==> src/rtl/lock_arbiter.sv <==
// Hardware lock arbiter: serialises lock/unlock commands against a table of held
// locks (valid flops + owner RAM) and returns an ACK word for every lock command.
module lock_arbiter #(
  parameter int LOCK_ID_BITS = 8,
  parameter int ACC_ID_BITS  = 8
) (
  input  logic                   clk,
  input  logic                   rstn,
  input  logic                   in_valid,
  output logic                   in_ready,
  input  logic [63:0]            in_data,
  input  logic [ACC_ID_BITS-1:0] in_id,
  output logic                   out_valid,
  input  logic                   out_ready,
  output logic [63:0]            out_data,
  output logic [ACC_ID_BITS-1:0] out_dest,
  input  logic                   clear_all,
  output logic [LOCK_ID_BITS:0]  locks_held,
  output logic                   err
);

  localparam int ENTRIES = 2 ** LOCK_ID_BITS;

  localparam logic [7:0] CMD_LOCK   = 8'h04;
  localparam logic [7:0] CMD_UNLOCK = 8'h06;
  localparam logic [7:0] ACK_OK     = 8'h01;
  localparam logic [7:0] ACK_REJECT = 8'h00;

  localparam logic [LOCK_ID_BITS:0] CNT_ONE = {{LOCK_ID_BITS{1'b0}}, 1'b1};

  typedef enum logic [1:0] {IDLE, LOOKUP, DECIDE, ACK} state_t;

  state_t state_q, state_d;

  logic [ENTRIES-1:0]      valid_q;
  logic [ACC_ID_BITS-1:0]  owner_mem [ENTRIES];
  logic [LOCK_ID_BITS:0]   cnt_q;
  logic                    err_q;

  logic [7:0]              cmd_q;
  logic [LOCK_ID_BITS-1:0] lid_q;
  logic [ACC_ID_BITS-1:0]  id_q;
  logic [ACC_ID_BITS-1:0]  owner_rd;
  logic                    held_rd;
  logic [7:0]              ack_q;

  logic accept, in_decide, is_lock, is_unlock, owned, grant, release_ok, bad;
  logic [7:0] ack_code;
  logic unused_bits;

  assign unused_bits = ^in_data[63:8+LOCK_ID_BITS];

  assign accept     = in_valid && in_ready;
  assign in_decide  = (state_q == DECIDE);
  assign is_lock    = (cmd_q == CMD_LOCK);
  assign is_unlock  = (cmd_q == CMD_UNLOCK);
  assign owned      = held_rd && (owner_rd == id_q);
  assign grant      = is_lock && !held_rd;
  assign release_ok = is_unlock && owned;
  assign bad        = !is_lock && !release_ok;
  // Re-locking by the current owner is idempotent and still acknowledged OK.
  assign ack_code   = (!held_rd || owned) ? ACK_OK : ACK_REJECT;

  always_ff @(posedge clk or negedge rstn) begin
    if (!rstn) begin
      state_q <= IDLE;
    end else begin
      state_q <= state_d;
    end
  end

  always_comb begin
    state_d = state_q;
    case (state_q)
      IDLE:    if (accept) state_d = LOOKUP;
      LOOKUP:  state_d = DECIDE;
      DECIDE:  state_d = is_lock ? ACK : IDLE;
      ACK:     if (out_ready) state_d = IDLE;
      default: state_d = IDLE;
    endcase
  end

  always_comb begin
    in_ready  = rstn && (state_q == IDLE) && !clear_all;
    out_valid = (state_q == ACK);
    out_data  = '0;
    out_dest  = '0;
    if (state_q == ACK) begin
      out_data = {{56{1'b0}}, ack_q};
      out_dest = id_q;
    end
  end

  // Table state and status; clear_all only acts in IDLE, so it never races DECIDE.
  always_ff @(posedge clk or negedge rstn) begin
    if (!rstn) begin
      valid_q <= '0;
      cnt_q   <= '0;
      err_q   <= 1'b0;
    end else begin
      err_q <= in_decide && bad;
      if ((state_q == IDLE) && clear_all) begin
        valid_q <= '0;
        cnt_q   <= '0;
      end else if (in_decide && grant) begin
        valid_q[lid_q] <= 1'b1;
        cnt_q          <= cnt_q + CNT_ONE;
      end else if (in_decide && release_ok) begin
        valid_q[lid_q] <= 1'b0;
        cnt_q          <= cnt_q - CNT_ONE;
      end
    end
  end

  always_ff @(posedge clk) begin
    if (accept) begin
      cmd_q <= in_data[7:0];
      lid_q <= in_data[8 +: LOCK_ID_BITS];
      id_q  <= in_id;
    end
    if (state_q == LOOKUP) begin
      owner_rd <= owner_mem[lid_q];
      held_rd  <= valid_q[lid_q];
    end
    if (in_decide) begin
      ack_q <= ack_code;
    end
  end

  always_ff @(posedge clk) begin
    if (in_decide && grant) begin
      owner_mem[lid_q] <= id_q;
    end
  end

  assign locks_held = cnt_q;
  assign err        = err_q;

endmodule

==> config.mk <==
export PLATFORM = sky130hd
export DESIGN_NAME = lock_arbiter
export DESIGN_NICKNAME = d
export VERILOG_FILES = /design/src/rtl/lock_arbiter.sv
export SDC_FILE = /design/constraint.sdc
export NUM_CORES = 2
export LEC_CHECK = 0
export BUFFER_PORTS_ARGS = -buffer_cell sky130_fd_sc_hd__buf_2
export CAP_MARGIN = 5
export CORE_ASPECT_RATIO = 1.5
export CORE_MARGIN = 2
export CORE_UTILIZATION = 25
export CTS_BUF_LIST = sky130_fd_sc_hd__clkbuf_8
export CTS_CLUSTER_DIAMETER = 120
export DETAILED_ROUTE_END_ITERATION = 12
export SETUP_SLACK_MARGIN = 0.5
export SYNTH_ARGS = -nofsm -noshare
export SYNTH_HDL_FRONTEND = slang
export SYNTH_SLANG_ARGS = --single-unit
export TNS_END_PERCENT = 1
==> constraint.sdc <==
create_clock -name clk -period 5.7 [get_ports clk]
set_input_delay 0 -clock clk [delete_from_list [all_inputs] [get_ports clk]]
set_output_delay 0 -clock clk [all_outputs]
set_load 0.01 [all_outputs]
==> metrics.cfg <==
[routing]
route.detailed.drc = 0
ant_nets = 0
vias = 49900
wl_per_cell_um = 23.8
drt_iter0_drc = 5101
wirelength_mm = 250
drt-vias-per-instance = 4.75
first_pass_iters = 6

[floorplan]
ios = 161
core_sq_um = 374000
dieWidth_um = 504
initial_utilization_pct = 25.1
die_area_sq_um = 380000
rows = 275
die_h_um = 754

[cells_and_area]
fin_util_pct = 28.5
fin_nets = 5349
syn2layout_area_growth_pct = 13.5
drive_above_1_share_pct = 23.0
final_cell_area_sq_um = 106000
final_cells = 10500

[yosys]
synth_area_sq_um = 93700
synth-edff-count = 2082
synth-seq-area-share_pct = 73.9
ys_types = 47
synthFlopType = edfxtp_1
synthCells = 5076
yosysWarnings = 0
ys_async_sr_fraction_pct = 11.4
avgSynthCellArea_sq_um = 18.5
ys_ff_latch = 2350

[timing]
maxSlewViolCount = 0
setup_viol = 0
max_freq_ghz = 0.211
finalHoldViolCount = 0
slew_headroom_pct = 14.0
tightestPinTransition_ns = 1.29
grt_setup_unrepaired = no
fin_skew_ns = 0.0879
fin_ws_ns = 0.962
hold-worst-slack_ns = 0.231
min_period_ns = 4.74
tns_ns = 0
fin_crit_sh_pct = 83.1

[place]
hpwl_mm = 149
gp_congestion = 0.814
portBuffers = 49
placed_cells = 9877
pre_cts_ws_ns = 1.25
dpl_cell_area_sq_um = 100000

[setup_path]
crit_top_cell = o22ai_1
rr_worst_depth = 8
reg2reg_to = owner_rd[3]$_DFFE_PN_
r2r_start = lid_q[2]$_DFFE_PP_
cp.required_ns = 6.37
start_kind = register
worstSetupPathType = register to register
slowest_stage = edfxtp_1
end_kind = register
cp_cell_sequence = nor2_4 > buf_4 > a22o_1 > a221oi_1 > o22ai_1 > nor3_1 > o22ai_1 > or2_1
path_max_fanout = 18
reg2reg_slack_ns = 0.96
max_stage_delay_ns = 1.11
critPathBufInv = 1
cp.arrival_ns = 5.41
cp_top_family = compound AO/OA/AOI/OAI gates

[global_route]
grt_start_max_net_pins = 233
grt_pass1_wl_mm = 362
grt_antenna_before_repair = 6
grt-ovfl-total = 0
grt_pass1_vias = 52500
track_usage_pct = 12.6

[pwr]
ir_drop_v = 0.000151
power_density_nw_per_um2 = 298
power.internal_mw = 24.7
p_sw_share_pct = 22.0
seq_power_share_pct = 58.7
power.leakage_nw = 33.8
p_total_mw = 31.7
clkPwrFrac_pct = 38.2
p_sw_mw = 6.99
pwr-share-comb_pct = 3.1

[cts]
clk_pin_slew_worst_paths_ns = 0.07
cts_buffers = 313
cts_tree = done
htree_levels = 5
post-cts-setup-buffer-count = 0
cts_buffer_depth = 4
numClockSinks = 2350
clock_latency_ns = 1.00
root_buffer = clkbuf_8

[run]
cap_viol_max_count = 0

[worst_hold_path]
hold_class = input pin to asynchronous set/reset pin

[outcome]
status = complete, no violations

[synthesized netlist by cell type, types with 5 or more instances]
library cell | instances | area, sq um
edfxtp_1 | 2082 | 62500
mux4_2 | 576 | 13000
o21ai_0 | 420 | 2100
a21oi_1 | 331 | 1660
clkbuf_1 | 299 | 1120
nor2_1 | 288 | 1080
dfrtp_1 | 268 | 6710
a22oi_1 | 144 | 1080
o21ai_1 | 101 | 505
buf_4 | 74 | 556
a22o_1 | 73 | 639
a221oi_1 | 63 | 552
buf_2 | 58 | 290
o22ai_1 | 55 | 344
nand2_1 | 43 | 161
nor3_1 | 41 | 205
buf_1 | 26 | 97.6
buf_6 | 17 | 191
nand2b_1 | 12 | 75.1
nor2b_1 | 10 | 62.6
xor2_1 | 10 | 87.6
a221oi_2 | 9 | 135
and3_1 | 9 | 56.3
or2_1 | 9 | 56.3
ha_1 | 8 | 100
nand3_1 | 8 | 40.0
inv_1 | 5 | 18.8
[sequential cells by signal, indices dropped and copies added (netlist names)]
register / cells
owner_mem: 2048
valid_q: 256
locks_held: 9
cmd_q: 8
id_q: 8
lid_q: 8
owner_rd: 8
state_q: 2
ack_q: 1
err: 1
held_rd: 1
[layout make-up]
cell class              count  area (sq um)
fillers                 36900        267000
flip-flops and latches   2350         69200
multi-input cells        2309         22600
well taps                4986          6240
clock buffers             327          4500
repair buffers            284          2480
clock inverters           232          1270
inverters                   5          18.8
diodes                      6          15.0
[power by group through the flow]
stage                     clock, mW  sequential, mW  combinational, mW
final                          12.1            18.6              0.980
after global routing           13.0            18.6               1.03
after CTS                      12.4            18.6              0.986
after detailed placement          0            19.0              0.948
after global placement            0            19.0              0.928
after floorplan                   0            19.1              0.512
[layout by cell type, fill, tap and decap left out, types with 38 or more instances in the layout]
| master | instances |
|---|---|
| a21oi_1 | 331 |
| a221oi_1 | 63 |
| a22o_1 | 73 |
| a22oi_1 | 144 |
| buf_2 | 48 |
| buf_4 | 155 |
| clkbuf_8 | 327 |
| clkinv_1 | 64 |
| clkinv_2 | 51 |
| conb_1 | 63 |
| dfrtp_1 | 268 |
| dlygate4sd3_1 | 55 |
| edfxtp_1 | 2082 |
| inv_1 | 93 |
| mux4_2 | 576 |
| nor2_1 | 277 |
| nor3_1 | 38 |
| o21ai_0 | 420 |
| o21ai_1 | 101 |
| o22ai_1 | 55 |
[kinds of logic (layout without fill, tap and decap cells)]
| group | Yosys count | count (layout) | share of synthesized area [%] |
|---|---|---|---|
| DFF | 2350 | 2350 | 73.9 |
| adders and majority gates | 9 | 9 | 0.128 |
| other | 1 | 69 | 0.00400 |
| and+or+nand+nor | 442 | 442 | 2.03 |
| muxes | 579 | 579 | 13.9 |
| buffers and inverters | 479 | 848 | 2.43 |
| xor gates and xnor gates | 13 | 13 | 0.121 |
| AOI/OAI and AO/OA | 1203 | 1203 | 7.54 |
[tightest hold or removal path, delay by kind of cell]
family                 cells  cell delay, ns
buffers and inverters      4            1.58
[layer usage]
metal,vias to the layer above,part of all wire [%],track usage (%)
li1,21000,-,-
met1,26300,35,13.9
met2,2075,53,23.0
met3,576,6.0,1.90
met4,0,6.2,7.54
met5,-,0,0
[how the worst max path moves through the flow]
stage                               to  depth (start not counted)          startpoint
6_report         owner_rd[3]$_DFFE_PN_                          8  lid_q[2]$_DFFE_PP_
5_1_grt          owner_rd[3]$_DFFE_PN_                          8  lid_q[2]$_DFFE_PP_
4_1_cts          owner_rd[2]$_DFFE_PN_                          8  lid_q[2]$_DFFE_PP_
3_5_place_dp     owner_rd[2]$_DFFE_PN_                          8  lid_q[2]$_DFFE_PP_
3_3_place_gp     owner_rd[2]$_DFFE_PN_                          8  lid_q[2]$_DFFE_PP_
2_1_floorplan  valid_q[79]$_DFFE_PN0P_                          9   id_q[1]$_DFFE_PP_
[what timing repair did]
action / in CTS / in global routing
endpoints found under the hold margin: 343 / 0
resized for setup: 0 / 0
hold buffers: 57 / 0
Note: power is estimated with default switching activity, not from simulation.
